`config.mk`:
```
export PLATFORM = sky130hd
export DESIGN_NAME = tdc_ones_sequencer
export DESIGN_NICKNAME = d
export VERILOG_FILES = /design/src/rtl/tdc_ones_sequencer.sv
export SDC_FILE = /design/constraint.sdc
export NUM_CORES = 1
export LEC_CHECK = 0
export CAP_MARGIN = 20
export CORE_MARGIN = 2
export CORE_UTILIZATION = 30
export CTS_BUF_LIST = sky130_fd_sc_hd__clkbuf_4
export DETAILED_ROUTE_END_ITERATION = 16
export PLACE_DENSITY = 0.52
export SYNTH_ARGS = -nofsm -noshare
export SYNTH_HDL_FRONTEND = slang
export SYNTH_SLANG_ARGS = --single-unit
```
`constraint.sdc`:
```
create_clock -name iClk -period 8.4 [get_ports iClk]
set_input_delay 1.26 -clock iClk [delete_from_list [all_inputs] [get_ports iClk]]
set_output_delay 1.26 -clock iClk [all_outputs]
set_load 0.01 [all_outputs]
```
`src/rtl/tdc_ones_sequencer.sv`:
```
// Time-multiplexed ones counter for a captured TDC thermometer code, LANES groups per cycle.
// Optional TDC_SEQ_BUBBLE_DETECT_EN adds oBubble, flagging codes that are not contiguous ones from the LSB.
module tdc_ones_sequencer #(
    parameter int N_GROUPS = 8,
    parameter int LANES    = 2
) (
    input  logic                                iClk,
    input  logic                                iRst_n,
    input  logic [6*N_GROUPS-1:0]               iData,
    input  logic                                iValid,
    output logic                                oReady,
    output logic [$clog2(6*N_GROUPS+1)-1:0]     oData,
    output logic                                oValid,
    input  logic                                iReady
`ifdef TDC_SEQ_BUBBLE_DETECT_EN
    ,
    output logic                                oBubble
`endif
);

    localparam int W        = 6 * N_GROUPS;
    localparam int S        = $clog2(W + 1);
    localparam int N_SLICES = N_GROUPS / LANES;
    localparam int IW       = (N_SLICES > 1) ? $clog2(N_SLICES) : 1;
    localparam logic [IW-1:0] LAST_IDX = IW'(N_SLICES - 1);

    typedef enum logic [1:0] {IDLE, COUNT, DONE} state_t;

    state_t         state_q;
    logic [W-1:0]   capture_q;
    logic [S-1:0]   acc_q;
    logic [S-1:0]   acc_d;
    logic [IW-1:0]  idx_q;
    logic           ready_q;
    logic           valid_q;
    logic [S-1:0]   data_q;
    logic [S-1:0]   sliceSum;

    // One 6-input LUT worth of counting; exact for bubbled groups too.
    function automatic logic [2:0] popcount6(input logic [5:0] g);
        logic [2:0] c;
        c = '0;
        for (int i = 0; i < 6; i++) begin
            c = c + {2'b00, g[i]};
        end
        return c;
    endfunction

    always_comb begin
        sliceSum = '0;
        for (int l = 0; l < LANES; l++) begin
            sliceSum = sliceSum + S'(popcount6(capture_q[(int'(idx_q) * LANES + l) * 6 +: 6]));
        end
        acc_d = acc_q + sliceSum;
    end

`ifdef TDC_SEQ_BUBBLE_DETECT_EN
    logic bubble_q;
    logic bubble_d;

    // x & (x+1) is zero exactly when the ones form an unbroken run from bit 0.
    always_comb begin
        bubble_d = |(capture_q & (capture_q + W'(1)));
    end

    always_ff @(posedge iClk or negedge iRst_n) begin
        if (!iRst_n) begin
            bubble_q <= 1'b0;
        end else if (state_q == COUNT && idx_q == LAST_IDX) begin
            bubble_q <= bubble_d;
        end else if (state_q == DONE && iReady) begin
            bubble_q <= 1'b0;
        end
    end

    assign oBubble = bubble_q;
`endif

    always_ff @(posedge iClk or negedge iRst_n) begin
        if (!iRst_n) begin
            state_q   <= IDLE;
            capture_q <= '0;
            acc_q     <= '0;
            idx_q     <= '0;
            ready_q   <= 1'b1;
            valid_q   <= 1'b0;
            data_q    <= '0;
        end else begin
            case (state_q)
                IDLE: begin
                    if (iValid) begin
                        capture_q <= iData;
                        acc_q     <= '0;
                        idx_q     <= '0;
                        ready_q   <= 1'b0;
                        state_q   <= COUNT;
                    end
                end
                COUNT: begin
                    acc_q <= acc_d;
                    idx_q <= idx_q + IW'(1);
                    if (idx_q == LAST_IDX) begin
                        idx_q   <= '0;
                        valid_q <= 1'b1;
                        data_q  <= acc_d;
                        state_q <= DONE;
                    end
                end
                DONE: begin
                    if (iReady) begin
                        valid_q <= 1'b0;
                        data_q  <= '0;
                        ready_q <= 1'b1;
                        state_q <= IDLE;
                    end
                end
                default: begin
                    state_q <= IDLE;
                    ready_q <= 1'b1;
                    valid_q <= 1'b0;
                    data_q  <= '0;
                end
            endcase
        end
    end

    assign oReady = ready_q;
    assign oValid = valid_q;
    assign oData  = data_q;

endmodule

```
### After elaboration in Yosys (flattened, before gate mapping)

Index checks and enable logic that the tools add are counted.

| operators by class | value |
|---|---|
| add/sub/neg operators | 14 |
| multipliers | 2 |
| eq/ne operators | 6 |
| shifts and indexed selects | 2 |
| multiplexer cells | 18 |
| bitwise operators | 2 |
| reduce and logical (&&, ||, !) cells | 7 |

Operators with widths:

| cell | count |
|---|---|
| $shiftx A48 B7 Y6 | 1 |
| $shiftx A48 B8 Y6 | 1 |
| $add A3 B1 Y3 | 6 |
| $mux W6 | 3 |
| $pmux W6 S3 | 1 |
| $pmux W6 S2 | 1 |
| $mux W2 | 5 |
| $reduce_and A3 Y1 | 3 |
| $add A2 B1 Y3 | 2 |
| $add A6 B4 Y6 | 1 |
| $mul A4 B2 Y6 const B | 1 |
| $ne A2 B2 Y1 const B | 3 |
| $pmux W1 S3 | 2 |
| $pmux W2 S3 | 1 |
| $add A1 B1 Y2 | 2 |
| $add A3 B1 Y4 const B | 1 |
| $add A3 B3 Y4 | 1 |
| $eq A2 B2 Y1 const B | 2 |
| $mul A2 B2 Y4 const B | 1 |
| $mux W1 | 4 |
| $pmux W2 S2 | 1 |
| $reduce_and A2 Y1 | 2 |
| $add A2 B1 Y2 const B | 1 |
| $eq A2 B1 Y1 const B | 1 |
| 3 further kinds | 4 |

| word-level totals | value |
|---|---|
| register bits after elaboration | 66 |
| input port bits | 52 |
| output and inout bits | 8 |

### Longest topological paths before layout

Gate-level depths: netlist of run 1.

| depth | value |
|---|---|
| depth after elaboration | 12 |
| gate-level depth with buffers | 16 |
| mapped depth without buffers | 14 |

### Least setup slack after synthesis of run 1

No wires, ideal clock.

| path | value |
|---|---|
| kind | register -> register |
| start point | register idx_q[0] |
| end point | register data_q[4], in the netlist oData[4] |
| library setup time | 0.129 ns |
| arrival | 4.650 ns |
| data required time | 8.271 ns |
| slack | 3.621 ns |
| stages on the path, launching flop included | 17 |
| clock period less this slack | 4.779 ns |
| path through | dfrtp_1 > buf_2 > buf_4 > mux4_2 > inv_1 > fa_1 > inv_1 > fa_1 > fa_1 > inv_1 > fa_1 > fa_1 > fa_1 > nand2b_1 > a21oi_1 > xnor2_1 > o21ai_0 |

| on the way | value |
|---|---|
| longest elaborated chain between the ends | 12 |
| elaborated cells on any way between the ends | 22 |
| classes of those cells | add/sub (13); mul (2); eq/ne (2); shift (2); mux (2); reduce/logical (1) |

Ends and longest elaborated chain:

| what | RTL line | source |
|---|---|---|
| start, declared | 33 | `logic [IW-1:0] idx_q;` |
| start signal, assigned | 101 | `idx_q <= idx_q + IW'(1);` |
| $add A3 B1 Y4 | 52 | `sliceSum = sliceSum + S'(popcount6(capture_q[(int'(idx_q) * LANES + l) * 6 +: 6]));` |
| $mul A4 B2 Y6 | 52 |  |
| $shiftx A48 B8 Y6 | 52 |  |
| $add A1 B1 Y2 | 44 | `c = c + {2'b00, g[i]};` |
| $add A2 B1 Y3 | 44 |  |
| $add A3 B1 Y3 (3 in series) | 44 |  |
| $add A3 B3 Y4 | 52 |  |
| $add A6 B4 Y6 | 54 | `acc_d = acc_q + sliceSum;` |
| $mux W6 | 102 | `if (idx_q == LAST_IDX) begin` |
| $pmux W6 S3 | 89 | `case (state_q)` |
| end signal, assigned | 87 | `data_q <= '0;` |
| end signal, assigned | 105 | `data_q <= acc_d;` |
| end signal, assigned | 112 | `data_q <= '0;` |
| end, declared | 36 | `logic [S-1:0] data_q;` |

Parallel ways exist; a longest one is shown, timed or not. The select of a mux whose other input is x is not followed.
A chain may end at the register's enable or synchronous reset.

### Worst setup path after layout of run 1

| path | value |
|---|---|
| start point | register idx_q[0] |
| end point | register acc_q[4] |

| on the way | value |
|---|---|
| longest elaborated chain between the ends | 11 |
| elaborated cells on any way between the ends | 18 |
| classes of those cells | add/sub (13); mul (2); shift (2); mux (1) |

Ends and longest elaborated chain:

| what | RTL line | source |
|---|---|---|
| $add A3 B1 Y4 | 52 |  |
| $mul A4 B2 Y6 | 52 |  |
| $shiftx A48 B8 Y6 | 52 |  |
| $add A1 B1 Y2 | 44 |  |
| $add A2 B1 Y3 | 44 |  |
| $add A3 B1 Y3 (3 in series) | 44 |  |
| $add A3 B3 Y4 * | 52 |  |
| $add A6 B4 Y6 * | 54 |  |
| $pmux W6 S2 * | 89 |  |
| end signal, assigned | 83 | `acc_q <= '0;` |
| end signal, assigned | 93 | `acc_q <= '0;` |
| end signal, assigned | 100 | `acc_q <= acc_d;` |
| end, declared | 31 | `logic [S-1:0] acc_q;` |

Mark *: on every way between the ends. The rest lies on a longest branch, timed or not.

==> metrics.txt, run 1 <==
# TYPE chip_impl_metric gauge
chip_impl_metric{name="globalRouteMet3Util",unit="%"} 3.885
chip_impl_metric{name="synthesized_netlist_net_count",unit=""} 313
chip_impl_metric{name="finalSetupViolations",unit=""} 0
chip_impl_info{name="holdCritPathClass",value="flip-flop to flip-flop"} 1
chip_impl_info{name="yosys_most_used_dff",value="dfrtp_1"} 1
chip_impl_metric{name="via_count_of_the_first_global_routing_pass",unit=""} 2186
chip_impl_metric{name="drtIter0Drc",unit=""} 58
chip_impl_metric{name="final.setup.tns",unit="ns"} 0
chip_impl_metric{name="router_iterations_before_antenna_repair",unit=""} 4
chip_impl_info{name="timing.critical_path.to_type",value="flip-flop"} 1
chip_impl_metric{name="cts_setup_buffers",unit=""} 0
chip_impl_info{name="crit_top_cell",value="fa_1"} 1
chip_impl_info{name="classification_of_the_worst_setup_path",value="flip-flop to flip-flop"} 1
chip_impl_metric{name="timing.fmax",unit="MHz"} 191.7
chip_impl_metric{name="cts.reportedPaths.clkPinSlew",unit="ns"} 0.12
chip_impl_metric{name="synth-edff-count",unit=""} 0
chip_impl_info{name="hp-start",value="oData[0]"} 1
chip_impl_metric{name="postSynth.asyncResetShare",unit="%"} 100.0
chip_impl_metric{name="skew_pair_late_insertion_delay",unit="ns"} 0.42
chip_impl_info{name="worst_path_dominant_cell_family",value="adder cells"} 1
chip_impl_info{name="clk_root_buffer_cell",value="clkbuf_4"} 1
chip_impl_metric{name="post_synthesis_cell_area",unit="mm^2"} 0.003304
chip_impl_metric{name="row_count",unit=""} 38
chip_impl_metric{name="layout.filler_cells",unit=""} 1069
chip_impl_metric{name="groute.layer.met1.usage",unit="%"} 16.64
chip_impl_info{name="synthMostInstantiatedCell",value="dfrtp_1"} 1
chip_impl_metric{name="io_pins",unit=""} 60
chip_impl_metric{name="design.final.nets",unit=""} 373
chip_impl_metric{name="floorplan.die_area",unit="mm^2"} 0.01187
chip_impl_metric{name="route.detailed.drc",unit=""} 0
chip_impl_metric{name="final_standard_cell_count_with_taps_included_and_fillers_excluded",unit=""} 448
chip_impl_metric{name="critical_path.n_buffers_inverters",unit=""} 3
chip_impl_metric{name="timing.critical_path.slowest_cell_delay",unit="ns"} 0.92
chip_impl_metric{name="areaGrowthSynthToFinish",unit="%"} 26.43
chip_impl_info{name="cts_tree",value="yes"} 1
chip_impl_metric{name="die_height",unit="um"} 109.0
chip_impl_metric{name="avgSynthCellArea",unit="um^2"} 13.60
chip_impl_metric{name="globalRouteMet2Util",unit="%"} 18.06
chip_impl_metric{name="clkSinkCount",unit=""} 66
chip_impl_metric{name="timing.final.crit_period",unit="ns"} 5.217
chip_impl_metric{name="fin_worst_skew",unit="ns"} 0.01959
chip_impl_metric{name="cp_data_required_time",unit="ns"} 8.67
chip_impl_metric{name="clockBufferDepth",unit=""} 2
chip_impl_info{name="grt_setup_unrepaired",value="no"} 1
chip_impl_metric{name="initial_core_utilization",unit="%"} 30.62
chip_impl_metric{name="place.detailed.hpwl",unit="mm"} 4.494
chip_impl_metric{name="initial_antenna_violation_count",unit=""} 0
chip_impl_metric{name="resized_after_cts",unit=""} 0
chip_impl_metric{name="detail-route-antenna-nets",unit=""} 0
chip_impl_metric{name="grt_usage",unit="%"} 12.08
chip_impl_metric{name="cts_max_level",unit=""} 3
chip_impl_metric{name="finalCritPeriodShare",unit="%"} 62.10
chip_impl_metric{name="num_vias",unit=""} 2024
chip_impl_info{name="cp_cell_sequence",value="mux4_2, inv_1, fa_1, inv_1, fa_1, fa_1, inv_1, fa_1, fa_1, fa_1, nand2b_1, a21oi_1, xnor2_1, o22ai_1"} 1
chip_impl_metric{name="yosys.cell_types.count",unit=""} 33
chip_impl_metric{name="worstPathArrival",unit="ns"} 5.49
chip_impl_metric{name="synth-seq-area-share",unit="%"} 50.02
chip_impl_metric{name="synth_warnings",unit=""} 0
chip_impl_info{name="run_status",value="complete, no violations"} 1
chip_impl_metric{name="grt_first_pass_wirelength",unit="mm"} 10.87
chip_impl_metric{name="max_slew_headroom_at_the_worst_pin",unit="%"} 42.74
chip_impl_info{name="worstReg2RegStart",value="idx_q[0]"} 1
chip_impl_metric{name="count_of_buffers_inserted_at_the_top_level_ports",unit=""} 59
chip_impl_metric{name="antenna_cells",unit=""} 0
chip_impl_metric{name="post_route_cells_drive_above_1_share",unit="%"} 27.92
chip_impl_metric{name="synth_seq_cells",unit=""} 66
chip_impl_metric{name="placeableCoreArea",unit="mm^2"} 0.01079
chip_impl_info{name="timing.critical_path.from_type",value="flip-flop"} 1
chip_impl_metric{name="tightest_slew",unit="ns"} 0.8588
chip_impl_metric{name="global_route.overflow_total",unit=""} 0
chip_impl_info{name="gr-max-usage-layer",value="met2"} 1
chip_impl_metric{name="die_x",unit="um"} 109.0
chip_impl_metric{name="post_drt_via_cell_ratio",unit=""} 4.518
chip_impl_metric{name="number_of_buffers_added_by_the_clock_tree_synthesis_step",unit=""} 9
chip_impl_info{name="crit_path_top_delay_cell",value="dfrtp_1"} 1
chip_impl_metric{name="wl_per_cell",unit="um"} 14.04
chip_impl_metric{name="route.final.wire_length",unit="mm"} 6.292
chip_impl_info{name="synthDominantAreaCellType",value="dfrtp_1"} 1
chip_impl_metric{name="post-place-cells",unit=""} 432
chip_impl_metric{name="critical_path_peak_fanout",unit=""} 15
chip_impl_info{name="ys_top_cells_by_area",value="dfrtp_1 (49%), mux2_2 (16%), mux4_2 (8.2%), fa_1 (4.8%), ha_1 (3.8%)"} 1
chip_impl_metric{name="gp_congestion",unit=""} 0.7596
chip_impl_metric{name="synthesis.instances",unit=""} 243
chip_impl_info{name="ys_top_cells_by_count",value="dfrtp_1 (65), mux2_2 (48), inv_1 (19)"} 1
chip_impl_metric{name="largest_net_degree_at_the_start_of_global_routing",unit=""} 67
chip_impl_metric{name="timing.final.hold_violations",unit=""} 0
chip_impl_metric{name="slack_of_the_worst_reg_to_reg_path",unit="ns"} 3.18
chip_impl_metric{name="timing.hold.ws",unit="ns"} 0.4910
chip_impl_info{name="cp-startpoint",value="idx_q[0]"} 1
chip_impl_metric{name="yosysTopAreaCellShare",unit="%"} 49.22
chip_impl_metric{name="holdBufCountCts",unit=""} 0
chip_impl_metric{name="drv_cap",unit=""} 0
chip_impl_metric{name="slew_violations",unit=""} 0
==> worst min-delay path, delay by kind of cell, from the launching register on <==
family	cells	cell delay [ns]
and+or+nand+nor	1	0.04
AOI/OAI and AO/OA	1	0.06
DFF	1	0.36
==> cells by family (layout without fill, tap and decap cells) <==
group | count (synthesis) | in the layout | share of synthesized area [%]
flops | 66 | 66 | 50.02
mux | 60 | 60 | 24.54
simple gates | 36 | 36 | 5.301
buf+inv | 31 | 96 | 5.111
compound gates | 30 | 30 | 5.869
fa+ha+maj | 18 | 18 | 8.633
xor+xnor | 2 | 2 | 0.5302
==> state kept, by name (all words and copies together) (netlist names) <==
signal / flops
oValid: 1
idx_q: 2
state_q: 2
oData: 6
acc_q: 6
oReady: 1
capture_q: 48
==> cell usage in the layout (no fill, tap or decap), types with 2 or more instances in the layout <==
cell type,netlist,layout
buf_4,3,2
clkbuf_4,0,10
clkinv_4,0,2
fa_1,8,8
o31ai_1,3,3
nand2b_1,2,2
nand2_1,18,18
clkdlybuf4s50_1,0,58
a21oi_1,6,6
bufinv_16,0,3
o21bai_1,2,2
dfrtp_1,65,65
o21ai_0,7,7
mux2_2,48,48
mux4_2,12,12
inv_1,19,19
o22ai_1,6,6
nor2_1,9,9
ha_1,10,10
or2_2,2,2
==> metrics by stage <==
stage | utilization [%] | worst slack [ns] | area [um^2]
floorplan | - | 3.621 | 3304
global placement | 36.95 | 3.161 | 3988
detailed placement | 36.95 | 3.062 | 3988
CTS | 38.71 | 3.056 | 4178
global route | 38.71 | 2.794 | 4178
finish | 38.71 | 3.183 | 4178
==> worst paths after layout <==
check | endpoint | cells after the start
max in group asynchronous | capture_q[39] | 2
min in group asynchronous | capture_q[8] | 2
worst min-delay path | oData[0] | 2
worst max-delay path | acc_q[4] | 14
worst max register to register | acc_q[4] | 14
worst min register to register | oData[0] | 2
==> layout make-up <==
class                      count  area [um^2]  area share, %
clock inverter                 6        115.1          2.755
clock buffer                  10        75.07          1.797
sequential                    66         1653          39.56
timing repair buffer          61        600.6          14.38
multi-input combinational    146         1488          35.61
tap                          140        175.2          4.193
inverter                      19        71.32          1.707
==> metal layers <==
layer | routed length (um) | share of wire (%) | vias to the layer above
met5 | 0 | 0 | -
met4 | 83 | 1.3 | 0
met3 | 339 | 5.4 | 8
met2 | 2762 | 44 | 49
met1 | 3107 | 49 | 985
li1 | - | - | 982
Power of run 1 is left out: the tool's default activity adds up to more than one toggle a clock period on the data nets, which glitch-free logic cannot reach.
==> run 2, diff against run 1 <==
--- a/config.mk
+++ b/config.mk
@@ -10,7 +10,7 @@
 export CORE_UTILIZATION = 30
 export CTS_BUF_LIST = sky130_fd_sc_hd__clkbuf_4
 export DETAILED_ROUTE_END_ITERATION = 16
-export PLACE_DENSITY = 0.52
+export PLACE_DENSITY = 0.53
 export SYNTH_ARGS = -nofsm -noshare
 export SYNTH_HDL_FRONTEND = slang
 export SYNTH_SLANG_ARGS = --single-unit
==> constraint.sdc (replaced) <==
create_clock -name iClk -period 4.7 [get_ports iClk]
set_input_delay 0.705 -clock iClk [delete_from_list [all_inputs] [get_ports iClk]]
set_output_delay 0.705 -clock iClk [all_outputs]
set_load 0.01 [all_outputs]
==> run 2 against run 1 <==
  * First-iteration DRC count is 29% higher
  * Largest cell class unchanged
  * Highest routed layer unchanged
  * Worst setup slack worse by 3.0 ns
  * Worst hold slack worse by 0.17 ns
==> metrics.txt, run 2 (synthesis gave the netlist of run 1 again) <==
# TYPE chip_impl_metric gauge
chip_impl_metric{name="timing.final.hold_violations",unit=""} 0
chip_impl_info{name="cts_tree",value="yes"} 1
chip_impl_metric{name="skew_pair_late_insertion_delay",unit="ns"} 0.42
chip_impl_info{name="worstReg2RegStart",value="idx_q[0]"} 1
chip_impl_metric{name="num_vias",unit=""} 2122
chip_impl_metric{name="gp_congestion",unit=""} 0.7576
chip_impl_metric{name="via_count_of_the_first_global_routing_pass",unit=""} 2149
chip_impl_metric{name="drv_cap",unit=""} 0
chip_impl_metric{name="worstPathArrival",unit="ns"} 4.80
chip_impl_info{name="layout_commonest_cell",value="dfrtp_1"} 1
chip_impl_info{name="clk_root_buffer_cell",value="clkbuf_4"} 1
chip_impl_metric{name="slack_of_the_worst_reg_to_reg_path",unit="ns"} 0.18
chip_impl_metric{name="slew_violations",unit=""} 0
chip_impl_info{name="timing.critical_path.from_type",value="flip-flop"} 1
chip_impl_metric{name="detail-route-antenna-nets",unit=""} 0
chip_impl_metric{name="initial_antenna_violation_count",unit=""} 0
chip_impl_metric{name="areaGrowthSynthToFinish",unit="%"} 29.00
chip_impl_metric{name="cts_max_level",unit=""} 3
chip_impl_info{name="cp-startpoint",value="idx_q[0]"} 1
chip_impl_metric{name="route.detailed.drc",unit=""} 0
chip_impl_metric{name="finalSetupViolations",unit=""} 0
chip_impl_metric{name="cp_data_required_time",unit="ns"} 4.98
chip_impl_info{name="holdCritPathClass",value="primary input to async pin"} 1
chip_impl_info{name="classification_of_the_worst_setup_path",value="flip-flop to flip-flop"} 1
chip_impl_metric{name="timing.fmax",unit="MHz"} 221.3
chip_impl_metric{name="route.final.wire_length",unit="mm"} 6.546
chip_impl_metric{name="count_of_buffers_inserted_at_the_top_level_ports",unit=""} 59
chip_impl_metric{name="clkSinkCount",unit=""} 66
chip_impl_info{name="run_status",value="complete, no violations"} 1
chip_impl_metric{name="grt_usage",unit="%"} 12.48
chip_impl_metric{name="fin_worst_skew",unit="ns"} 0.01380
chip_impl_metric{name="design.final.nets",unit=""} 383
chip_impl_metric{name="row_count",unit=""} 38
chip_impl_info{name="timing.critical_path.to_type",value="flip-flop"} 1
chip_impl_metric{name="cts.reportedPaths.clkPinSlew",unit="ns"} 0.12
chip_impl_metric{name="dpl_cell_area",unit="mm^2"} 0.004053
chip_impl_metric{name="placeableCoreArea",unit="mm^2"} 0.01079
chip_impl_metric{name="floorplan.die_area",unit="mm^2"} 0.01187
chip_impl_metric{name="critical_path_peak_fanout",unit=""} 8
chip_impl_metric{name="router_iterations_before_antenna_repair",unit=""} 4
chip_impl_metric{name="max_slew_headroom_at_the_worst_pin",unit="%"} 52.00
chip_impl_info{name="regToRegEndpoint",value="acc_q[4]"} 1
chip_impl_metric{name="io_pins",unit=""} 60
chip_impl_info{name="largest_register",value="capture_q"} 1
chip_impl_metric{name="wl_per_cell",unit="um"} 14.29
chip_impl_metric{name="finalInstanceArea",unit="mm^2"} 0.004263
chip_impl_info{name="crit_end",value="acc_q[4]"} 1
chip_impl_metric{name="die_x",unit="um"} 109.0
chip_impl_metric{name="global_route.overflow_total",unit=""} 0
chip_impl_info{name="most-common-layout-cells",value="dfrtp_1 (65), clkdlybuf4s50_1 (58), mux2_2 (48)"} 1
chip_impl_metric{name="r2r_cells",unit=""} 15
chip_impl_metric{name="drtIter0Drc",unit=""} 75
chip_impl_metric{name="initial_core_utilization",unit="%"} 30.62
chip_impl_metric{name="post_drt_via_cell_ratio",unit=""} 4.633
chip_impl_metric{name="tightest_slew",unit="ns"} 0.7125
chip_impl_metric{name="clockBufferDepth",unit=""} 2
chip_impl_metric{name="antenna_cells",unit=""} 0
chip_impl_metric{name="number_of_buffers_added_by_the_clock_tree_synthesis_step",unit=""} 9
chip_impl_metric{name="die_height",unit="um"} 109.0
chip_impl_metric{name="grt_first_pass_wirelength",unit="mm"} 11.09
chip_impl_metric{name="largest_reg_flops",unit=""} 48
chip_impl_metric{name="post_route_cells_drive_above_1_share",unit="%"} 32.08
chip_impl_metric{name="place.detailed.hpwl",unit="mm"} 4.719
chip_impl_info{name="grt_setup_unrepaired",value="no"} 1
chip_impl_metric{name="largest_net_degree_at_the_start_of_global_routing",unit=""} 56
chip_impl_metric{name="finalCritPeriodShare",unit="%"} 96.16
chip_impl_metric{name="timing.final.crit_period",unit="ns"} 4.519
==> run 2: cell types whose count changed in the layout (fill, tap and decap cells not counted), sizes merged <==
| cell | delta |
|---|---|
| bufinv | -1 |
| clkinv | +1 |
| buf | +10 |
==> run 2: repair_timing <==
action,CTS,global route
endpoints found under the setup margin,2,3
setup buffers,0,3
gates resized for setup,2,6
hold buffers,0,0
pin swaps,0,8
==> run 2: per-layer routing <==
layer / GRT usage, % / wire (um) / vias to the layer above
met5: 0 / 0 / -
met4: 6.044 / 133 / 0
met3: 3.228 / 330 / 13
met2: 17.39 / 2891 / 49
met1: 17.92 / 3189 / 1056
li1: - / - / 1004
==> run 2: worst min path at each step <==
stage                  start             to  cells after the start
finish                iRst_n       oData[2]                      1
global route          iRst_n  capture_q[30]                      1
global placement    oData[3]       oData[3]                      2
floorplan             iRst_n       acc_q[0]                      0
CTS                   iRst_n  capture_q[30]                      1
detailed placement  oData[1]       oData[1]                      2
==> run 2: metrics by stage <==
stage               setup TNS, ns  instances  setup slack [ns]  hold slack (ns)  utilization [%]
floorplan                       0        243          0.005202           0.4094                -
global placement                0        439           0.01441           0.4729            37.55
detailed placement        -0.1311        439          -0.07594           0.4775            37.55
CTS                             0        455           0.02569           0.3204            39.06
global route                    0        458          0.007846           0.3491            39.50
finish                          0        458            0.1807           0.3211            39.50
==> run 2: layout make-up <==
type / count / area [um^2]
inverters: 19 / 71.32
clock inverters: 6 / 81.33
fillers: 1033 / 6530
flip-flops and latches: 66 / 1653
repair buffers: 71 / 688.2
well taps: 140 / 175.2
multi-input cells: 146 / 1519
clock buffers: 10 / 75.07
==> run 2: critical path, stage by stage, from the launching register on <==
cell and delay [ns]:
dfrtp_1 0.40, buf_12 0.14, mux4_2 0.50, inv_2 0.07, fa_1 0.40, inv_1 0.08
fa_1 0.43, fa_1 0.49, inv_1 0.05, fa_1 0.49, fa_2 0.38, fa_2 0.40
nand2b_4 0.16, a21oi_4 0.17, xnor2_2 0.13, o22ai_1 0.09
Power of run 2 is left out for the same reason.
==> run 3, diff against run 2 <==
--- a/config.mk
+++ b/config.mk
@@ -5,6 +5,7 @@
 export SDC_FILE = /design/constraint.sdc
 export NUM_CORES = 1
 export LEC_CHECK = 0
+export ABC_CLOCK_PERIOD_IN_PS = 4700
 export CAP_MARGIN = 20
 export CORE_MARGIN = 2
 export CORE_UTILIZATION = 30
==> results of run 3 <==
Final layout, timing and power as in run 2 (identical DEF).
Power of run 3 is left out for the same reason.
